File: src/rtl/rf_port_arb.sv
// Port arbiter/sequencer for the 16x16 register file: shares the read/write ports between the
// pipeline and a debug requester, and streams R1..R15 out of read port 1 when the core halts.
module rf_port_arb #(
  parameter int unsigned MAX_WAIT = 4
) (
  input  logic        clk_i,
  input  logic        rst_ni,
  // Pipeline side
  input  logic [3:0]  pl_p0_addr_i,
  input  logic [3:0]  pl_p1_addr_i,
  input  logic        pl_re0_i,
  input  logic        pl_re1_i,
  input  logic [3:0]  pl_dst_addr_i,
  input  logic [15:0] pl_dst_i,
  input  logic        pl_we_i,
  input  logic        hlt_i,
  output logic        pl_stall_o,
  // Debug side
  input  logic        dbg_req_i,
  input  logic        dbg_wr_i,
  input  logic [3:0]  dbg_addr_i,
  input  logic [15:0] dbg_wdata_i,
  output logic        dbg_gnt_o,
  output logic        dbg_rvalid_o,
  output logic [15:0] dbg_rdata_o,
  // Register file side
  output logic [3:0]  rf_p0_addr_o,
  output logic [3:0]  rf_p1_addr_o,
  output logic        rf_re0_o,
  output logic        rf_re1_o,
  output logic [3:0]  rf_dst_addr_o,
  output logic [15:0] rf_dst_o,
  output logic        rf_we_o,
  input  logic [15:0] rf_p1_i,
  // Dump stream
  output logic        dump_valid_o,
  output logic [3:0]  dump_idx_o,
  output logic [15:0] dump_data_o,
  output logic        dump_done_o
);

  typedef enum logic [1:0] {StRun, StDump, StHalted} state_e;

  localparam logic [3:0] MaxWaitC = 4'(MAX_WAIT);

  state_e      state_q, state_d;
  logic [3:0]  wait_cnt_q, wait_cnt_d;
  logic [3:0]  idx_q, idx_d;
  logic        dbg_rvalid_q, dbg_rvalid_d;
  logic [15:0] dbg_rdata_q, dbg_rdata_d;
  logic        dump_valid_q, dump_valid_d;
  logic [3:0]  dump_idx_q, dump_idx_d;
  logic [15:0] dump_data_q, dump_data_d;
  logic        dump_done_q, dump_done_d;

  logic pl_live, pl_re0_live, pl_re1_live, pl_we_live;
  logic conflict, wait_full, gnt;

  // Pipeline requests only count while running and not yet halting.
  always_comb begin
    pl_live     = (state_q == StRun) && !hlt_i;
    pl_re0_live = pl_re0_i && pl_live;
    pl_re1_live = pl_re1_i && pl_live;
    pl_we_live  = pl_we_i && pl_live && rst_ni;
    conflict    = dbg_wr_i ? pl_we_live : pl_re1_live;
    wait_full   = (wait_cnt_q == MaxWaitC);
    gnt         = rst_ni && dbg_req_i && (state_q != StDump) && (!conflict || wait_full);
  end

  assign dbg_gnt_o  = gnt;
  assign pl_stall_o = gnt && conflict;

  // RF port steering: pipeline passthrough, overridden by dump walk and debug grants.
  always_comb begin
    rf_p0_addr_o  = pl_p0_addr_i;
    rf_p1_addr_o  = pl_p1_addr_i;
    rf_re0_o      = pl_re0_live;
    rf_re1_o      = pl_re1_live;
    rf_dst_addr_o = pl_dst_addr_i;
    rf_dst_o      = pl_dst_i;
    rf_we_o       = pl_we_live;

    if (state_q == StDump) begin
      rf_p1_addr_o = idx_q;
      rf_re1_o     = 1'b1;
      rf_re0_o     = 1'b0;
    end

    if (gnt) begin
      if (dbg_wr_i) begin
        rf_dst_addr_o = dbg_addr_i;
        rf_dst_o      = dbg_wdata_i;
        rf_we_o       = 1'b1;
      end else begin
        rf_p1_addr_o = dbg_addr_i;
        rf_re1_o     = 1'b1;
      end
    end
  end

  always_comb begin
    state_d      = state_q;
    idx_d        = idx_q;
    wait_cnt_d   = 4'd0;
    dump_valid_d = 1'b0;
    dump_idx_d   = dump_idx_q;
    dump_data_d  = dump_data_q;
    dump_done_d  = 1'b0;
    dbg_rvalid_d = gnt && !dbg_wr_i;
    dbg_rdata_d  = dbg_rvalid_d ? rf_p1_i : dbg_rdata_q;

    unique case (state_q)
      StRun: begin
        if (dbg_req_i && !gnt) begin
          wait_cnt_d = wait_full ? wait_cnt_q : wait_cnt_q + 4'd1;
        end
        if (hlt_i) begin
          state_d = StDump;
          idx_d   = 4'd1;
        end
      end
      StDump: begin
        if (!hlt_i) begin
          state_d = StRun;
        end else begin
          dump_valid_d = 1'b1;
          dump_idx_d   = idx_q;
          dump_data_d  = rf_p1_i;
          if (idx_q == 4'd15) begin
            state_d = StHalted;
          end else begin
            idx_d = idx_q + 4'd1;
          end
        end
      end
      StHalted: begin
        if (!hlt_i) begin
          state_d = StRun;
        end else begin
          dump_done_d = 1'b1;
        end
      end
      default: state_d = StRun;
    endcase
  end

  always_ff @(posedge clk_i or negedge rst_ni) begin
    if (!rst_ni) begin
      state_q      <= StRun;
      wait_cnt_q   <= 4'd0;
      idx_q        <= 4'd0;
      dbg_rvalid_q <= 1'b0;
      dbg_rdata_q  <= 16'd0;
      dump_valid_q <= 1'b0;
      dump_idx_q   <= 4'd0;
      dump_data_q  <= 16'd0;
      dump_done_q  <= 1'b0;
    end else begin
      state_q      <= state_d;
      wait_cnt_q   <= wait_cnt_d;
      idx_q        <= idx_d;
      dbg_rvalid_q <= dbg_rvalid_d;
      dbg_rdata_q  <= dbg_rdata_d;
      dump_valid_q <= dump_valid_d;
      dump_idx_q   <= dump_idx_d;
      dump_data_q  <= dump_data_d;
      dump_done_q  <= dump_done_d;
    end
  end

  assign dbg_rvalid_o = dbg_rvalid_q;
  assign dbg_rdata_o  = dbg_rdata_q;
  assign dump_valid_o = dump_valid_q;
  assign dump_idx_o   = dump_idx_q;
  assign dump_data_o  = dump_data_q;
  assign dump_done_o  = dump_done_q;

endmodule

File: config.mk
export PLATFORM = sky130hd
export DESIGN_NAME = rf_port_arb
export DESIGN_NICKNAME = d
export VERILOG_FILES = /design/src/rtl/rf_port_arb.sv
export SDC_FILE = /design/constraint.sdc
export NUM_CORES = 1
export LEC_CHECK = 0
export BUFFER_PORTS_ARGS = -buffer_cell sky130_fd_sc_hd__buf_2
export CORE_ASPECT_RATIO = 0.75
export CORE_UTILIZATION = 32
export DETAILED_ROUTE_END_ITERATION = 8
export GPL_TIMING_DRIVEN = 0
export SETUP_SLACK_MARGIN = 0.2
export SYNTH_ARGS = -nofsm -noshare
export SYNTH_HDL_FRONTEND = slang
export SYNTH_SLANG_ARGS = --single-unit
File: constraint.sdc
create_clock -name clk_i -period 3.07 [get_ports clk_i]
set_clock_uncertainty 0.15 [all_clocks]
set_input_delay 0.307 -clock clk_i [delete_from_list [all_inputs] [get_ports clk_i]]
set_output_delay 0.307 -clock clk_i [all_outputs]
set_load 0.01 [all_outputs]
==> impl_metrics.yaml, run 1 <==
outcome:
  outcome: "finished, final reports clean"
routing:
  drc: 0
  wl_per_cell_um: 12.6
  drt-pass1-iter-count: 4
  routed_wl_um: 5630
  drtIter0Drc: 29
  ant_nets: 0
  vias_per_cell: 4.48
  vias: 2001
power:
  internal-power_mw: 1.23
  irDropWorstVdd_uv: 239
  power.share.switching_pct: 28.0
  share_comb_of_total_power_pct: 26.0
  power.leakage_nw: 1.74
  seqPwrFrac_pct: 47.1
  power.switching_mw: 0.479
  power.density_nw_per_um2: 492
  p_clk_share_pct: 27.0
sta:
  setup_violations: 0
  fmax_mhz: 368
  min_period_over_period_pct: 88.5
  hold_viol_final: 0
  slew-limit-headroom_pct: 71.5
  worstMarginPinSlew_ns: 0.424
  slew_viol_final: 0
  grt_setup_unrepaired: "no"
  period_needed_ns: 2.72
  setup_tns_ns: 0
clock_tree:
  path_clk_slew_ns: 0.09
  clk_path_buf_depth: 2
  clock-sinks: 49
  cts_htree_levels: 2
  tritoncts: "built"
  cts_root_buf: "clkbuf_8"
  clk_latency_ns: 0.30
  cts_buffers: 5
hold_path:
  min_path_type: "input port to flop"
  worstHoldStart: "rf_p1_i[10]"
logic_synthesis:
  yosysWarnings: 0
  syn_inst: 191
  yosys_register_bits: 49
  yosysTopAreaCell: "dfrtp_1"
  synth_cell_type_count: 34
  synth_top_cell_area_share_pct: 50.3
  synth_area_um2: 2440
  syn-num-nets: 266
  yosysSeqAreaShare_pct: 50.3
  synth_area_leaders: "dfrtp_1 50%, mux2_2 28%, nand2_1 2.9%"
  syn_area_per_cell_um2: 12.8
place:
  dp_hpwl_um: 4280
  postPlaceCellArea_um2: 3260
  gp_congestion: 0.739
  numPortBuffers: 139
worst_setup_path:
  timing.rr.start: "wait_cnt_q[0]"
  startpoint: "wait_cnt_q[0]"
  endpoint_kind: "primary output"
  arrival_ns: 2.26
  crit_required_ns: 2.61
  slowest_stage: "dfrtp_1"
  crit_chain: "inv_1 -> ha_1 -> nand3b_1 -> a311oi_4 -> buf_6 -> mux2_2 -> buf_2"
  critPathMaxFanout: 6
  crit_type: "flop to primary output"
  slowest_delay_ns: 0.41
  worstSetupStartpointType: "flop"
die:
  dieArea_um2: 7980
  die_x_um: 103
  io_pins: 144
  core_area_um2: 7360
  dieHeight_um: 77.6
  initial_core_util_pct: 33.1
  row_count: 27
finish:
  seqCellArea_um2: 1230
  fillCellCount: 729
  num-nets-final: 420
  drive_above_1_share_pct: 67.1
  syn_to_final_growth_pct: 42.2
  multi_input_area_um2: 1120
  final_area_um2: 3470
  n_antenna_cell: 0
grt:
  grt_use_total_pct: 14.3
  antenna_found_initial: 0
  grt_pass1_vias: 1950
  grt_pass1_wl_um: 9040
  overflow: 0
  grt_max_degree: 50
run:
  timing.max_cap.violations: 0
-- area by class of cell --
| cell class | instances | share of cell area (%) |
|---|---|---|
| tap | 101 | 3.64 |
| clock inverter | 3 | 1.33 |
| buffer | 11 | 2.38 |
| clock buffer | 5 | 1.98 |
| sequential | 49 | 35.3 |
| timing repair buffer | 147 | 22.5 |
| multi-input combinational | 126 | 32.3 |
| inverter | 5 | 0.541 |
-- sequential cells by signal, summed over array words and instances, names as in the netlist --
signal / count
dump_done_o: 1
state_q: 2
wait_cnt_q: 4
dump_valid_o: 1
idx_q: 4
dump_data_o: 16
dbg_rdata_o: 16
dbg_rvalid_o: 1
dump_idx_o: 4
-- kinds of logic after synthesis --
group | count (synthesis) | share of synthesized area [%]
AOI/OAI and AO/OA | 16 | 4.67
buffers and inverters | 16 | 4.15
adders and majority gates | 3 | 1.54
and+or+nand+nor | 42 | 9.69
muxes | 62 | 28.6
DFF | 49 | 50.3
xor gates and xnor gates | 3 | 1.08
-- critical path, delay by kind of cell (launching register included) --
kind,cells,cell delay [ns]
and+or+nand+nor,1,0.23
adders and majority gates,1,0.16
muxes,1,0.33
buffers and inverters,3,0.43
AOI/OAI and AO/OA,1,0.41
DFF,1,0.41
-- synth_stat cells --
master     n
dfrtp_1   49
nand4_1    2
a211oi_1   1
nor3_4     1
a311oi_4   1
nand3b_1   1
nand2b_1   1
nand3_1    4
nor2b_1    1
mux2_1     1
mux2_2    61
nand3_4    1
buf_4      6
a21oi_1    7
nand2b_4   1
xnor2_1    1
buf_6      2
nor3b_1    2
o22ai_1    1
o21ai_0    3
a41oi_1    1
or3b_2     1
nor3_1     2
and3_1     1
xor2_1     2
o211ai_1   1
a21boi_0   1
and2b_1    1
inv_1      5
ha_1       3
and2_1     1
buf_2      3
nand2_1   19
nor2_1     3
-- placed cells by master, fill, tap and decap left out, types with 2 or more instances in the layout --
cell / n
nor3b_1: 2
nor3_1: 2
o21ai_0: 3
nand2_1: 19
xor2_1: 2
buf_4: 13
nor2_1: 3
buf_2: 141
inv_1: 5
nand4_1: 2
ha_1: 3
buf_6: 2
mux2_2: 61
clkbuf_8: 5
a21oi_1: 7
dfrtp_1: 49
nand3_1: 4
-- metal layers --
layer	routed length, um	GRT usage [%]	vias up
li1	-	-	979
met1	2620	19.8	971
met2	2710	22.3	49
met3	283	4.05	2
met4	19	2.96	0
met5	0	0	-
-- what timing repair did --
action,4_1_cts,5_1_grt
hold buffers,2,0
buffers inserted,0,6
gates resized for setup,1,1
pin swaps,1,1
setup endpoints to repair,24,24
endpoints found under the hold margin,49,0
-- path summary, 6_finish.rpt --
| kind | endpoint | slack (ns) | cells past startpoint |
|---|---|---|---|
| worst max-delay path | rf_p1_addr_o[0] | 0.35 | 7 |
| worst min-delay path | dbg_rdata_o[10] | 0.09 | 2 |
| worst max register to register | dbg_rdata_o[11] | 0.84 | 7 |
| worst min register to register | dbg_rdata_o[10] | 0.35 | 1 |
| max in group asynchronous | dump_data_o[3] | 2.07 | 3 |
| min in group asynchronous | dbg_rdata_o[14] | 0.45 | 3 |
-- power by group through the flow --
stage / registers [mW] / clock network (mW) / logic (mW)
after floorplan: 0.863 / 0 / 0.183
after global placement: 0.815 / 0 / 0.437
after detailed placement: 0.819 / 0 / 0.444
after CTS: 0.807 / 0.484 / 0.450
after global routing: 0.821 / 0.511 / 0.489
final: 0.804 / 0.461 / 0.444
-- per-stage QoR --
step                hold WS [ns]  instances  utilization, %  setup slack (ns)  power, mW
global placement           0.330        431            44.3           -0.0645       1.25
CTS                       0.0801        441            46.4             0.213       1.74
global route              0.0785        447            47.1             0.215       1.82
detailed placement         0.336        431            44.3           -0.0855       1.26
floorplan                 -0.139        191               -             0.853       1.05
finish                    0.0882        447            47.1             0.354       1.71
Note: power is estimated with default switching activity, not from simulation.
==> run 2, diff against run 1 <==
Settings changed: CELL_PAD_IN_SITES_DETAIL_PLACEMENT set to 1, CELL_PAD_IN_SITES_GLOBAL_PLACEMENT set to 2, CORE_UTILIZATION 32 to 26, PLACE_DENSITY_LB_ADDON set to 0.1.
Clock period 3.07 ns to 2.5 ns, I/O delays scaled along.
==> impl_metrics.yaml, run 2 (synthesized netlist as in run 1, its figures left out) <==
hold_path:
  hold_end: "dbg_rdata_o[10]"
  min_path_cells: 2
  min_path_type: "input port to flop"
  worstHoldStart: "rf_p1_i[10]"
worst_setup_path:
  worstSetupStartpointType: "flop"
  reg2reg_to: "dbg_rdata_o[11]"
  arrival_ns: 2.00
  critPathTopFamily: "buffers and inverters"
  reg2reg_depth: 9
  crit_chain: "inv_2 -> ha_4 -> nand3b_1 -> buf_6 -> a311oi_4 -> buf_6 -> mux2_4 -> buf_6"
  timing.rr.start: "wait_cnt_q[1]"
  cp_common_cell: "buf_6"
  path_buf_inv: 4
  crit_type: "flop to primary output"
  slowest_stage: "dfrtp_1"
  crit_required_ns: 2.10
  critPathMaxFanout: 5
  r2r_setup_slack_ns: 0.36
  endpoint_kind: "primary output"
  slowest_delay_ns: 0.40
outcome:
  outcome: "finished, final reports clean"
power:
  seqPwrFrac_pct: 42.8
  power.share.switching_pct: 28.4
  power.leakage_nw: 2.02
  irDropWorstVdd_uv: 262
  internal-power_mw: 1.66
  p_clk_share_pct: 29.0
  share_comb_of_total_power_pct: 28.2
  power.switching_mw: 0.656
  finalPower_mw: 2.31
  power.density_nw_per_um2: 571
finish:
  n_antenna_cell: 0
  postLayoutCoreUtil_pct: 44.6
  final_common_cell: "buf_2"
  fin_cells: 499
  num-nets-final: 445
  syn_to_final_growth_pct: 66.1
  drive_above_1_share_pct: 70.9
  most-common-layout-cells: "115 x buf_2, 48 x dfrtp_1, 39 x buf_6"
clock_tree:
  cts_htree_levels: 2
  path_clk_slew_ns: 0.07
  clk_path_buf_depth: 2
  cts_root_buf: "clkbuf_16"
  clock-sinks: 49
  cts_buffers: 5
  tritoncts: "built"
  clk_latency_ns: 0.29
grt:
  grt_use_total_pct: 15.4
  grt_max_degree: 55
  overflow: 0
  grt_pass1_vias: 2348
  grt_pass1_wl_um: 11800
  antenna_found_initial: 0
die:
  dieHeight_um: 85.9
  core_area_um2: 9080
  io_pins: 144
  dieArea_um2: 9780
  initial_core_util_pct: 26.9
  die_x_um: 114
  row_count: 30
sta:
  grt_setup_unrepaired: "yes"
  setup_violations: 0
  fmax_mhz: 417
  hold_viol_final: 0
  setup_tns_ns: 0
  worstMarginPinSlew_ns: 0.386
  min_period_over_period_pct: 96.0
  slew_viol_final: 0
  period_needed_ns: 2.40
  slew-limit-headroom_pct: 74.2
place:
  gp_congestion: 0.658
  dp_hpwl_um: 5180
  numPortBuffers: 139
  dp.cells: 458
routing:
  routed_wl_um: 7490
  wl_met2_um: 3590
  wl_per_cell_um: 15.0
  drc: 0
  vias: 2210
  drt-met1-wl_um: 3330
  drtIter0Drc: 58
  dr_wl_met3_um: 418
  drt-pass1-iter-count: 4
  ant_nets: 0
  vias_per_cell: 4.43
  topRoutingLayerUsed: "met4"
run:
  timing.max_cap.violations: 0
run 2: changes by cell type in the layout (fill, tap and decap cells not counted), moves of 2 or more:
cell | previous run | this run
buf_4 | 13 | 27
buf_2 | 141 | 115
buf_6 | 2 | 39
mux2_2 | 61 | 37
inv_1 | 5 | 3
clkbuf_16 | 0 | 5
inv_2 | 0 | 2
clkbuf_8 | 5 | 0
mux2_4 | 0 | 24
run 2: per-layer routing:
layer  vias to the layer above  GRT usage [%]
met5                         -              0
met4                         0           5.90
met3                        11           2.90
met2                        90           24.9
met1                      1077           20.6
li1                       1032              -
run 2: worst max path at each step:
stage | cells past startpoint | startpoint | to | slack (ns)
2_1_floorplan | 6 | wait_cnt_q[0] | rf_p1_addr_o[0] | 0.34
3_3_place_gp | 6 | rst_ni | rf_p1_addr_o[1] | -0.60
3_5_place_dp | 6 | rst_ni | rf_p1_addr_o[3] | -0.57
4_1_cts | 8 | wait_cnt_q[1] | rf_dst_o[6] | 0.07
5_1_grt | 8 | wait_cnt_q[1] | rf_dst_o[4] | 0.02
6_report | 8 | wait_cnt_q[1] | rf_p1_addr_o[1] | 0.1
run 2: power by group through the flow:
stage | Clock, mW | Sequential (mW) | Combinational [mW]
final | 0.670 | 0.991 | 0.652
after floorplan | 0 | 1.06 | 0.225
after global routing | 0.733 | 1.01 | 0.706
after CTS | 0.692 | 0.994 | 0.641
after global placement | 0 | 1.00 | 0.549
after detailed placement | 0 | 1.01 | 0.558
run 2: worst reg2reg max path, cell delays in order (launching register included):
cell and delay, ns:
dfrtp_1 0.40, inv_2 0.09, ha_4 0.12, nand3b_1 0.10
buf_6 0.15, a311oi_4 0.23, buf_6 0.18, buf_4 0.11
buf_4 0.14, mux2_2 0.34
run 2: area by class of cell:
cell class / count / area (um2)
fillers: 1027 / 5030
multi-input cells: 126 / 1250
flip-flops and latches: 49 / 1230
repair buffers: 172 / 1160
well taps: 128 / 160
clock buffers: 6 / 129
plain buffers: 11 / 96.3
inverters: 5 / 18.8
clock inverters: 2 / 13.8
run 2: timing repair:
action,CTS,global route
pin swaps,4,1
setup endpoints to repair,43,27
hold endpoints to repair,49,49
gates resized for setup,68,11
gates cloned,2,0
buffers inserted,22,7
run 2: stage by stage:
stage	area, um2	setup WS, ns	hold WS (ns)
final	4050	0.0991	0.0524
after CTS	3910	0.0696	-0.207
after detailed placement	3300	-0.567	0.335
after global placement	3300	-0.595	0.327
after global routing	4050	0.0225	0.0530
after floorplan	2440	0.340	-0.196
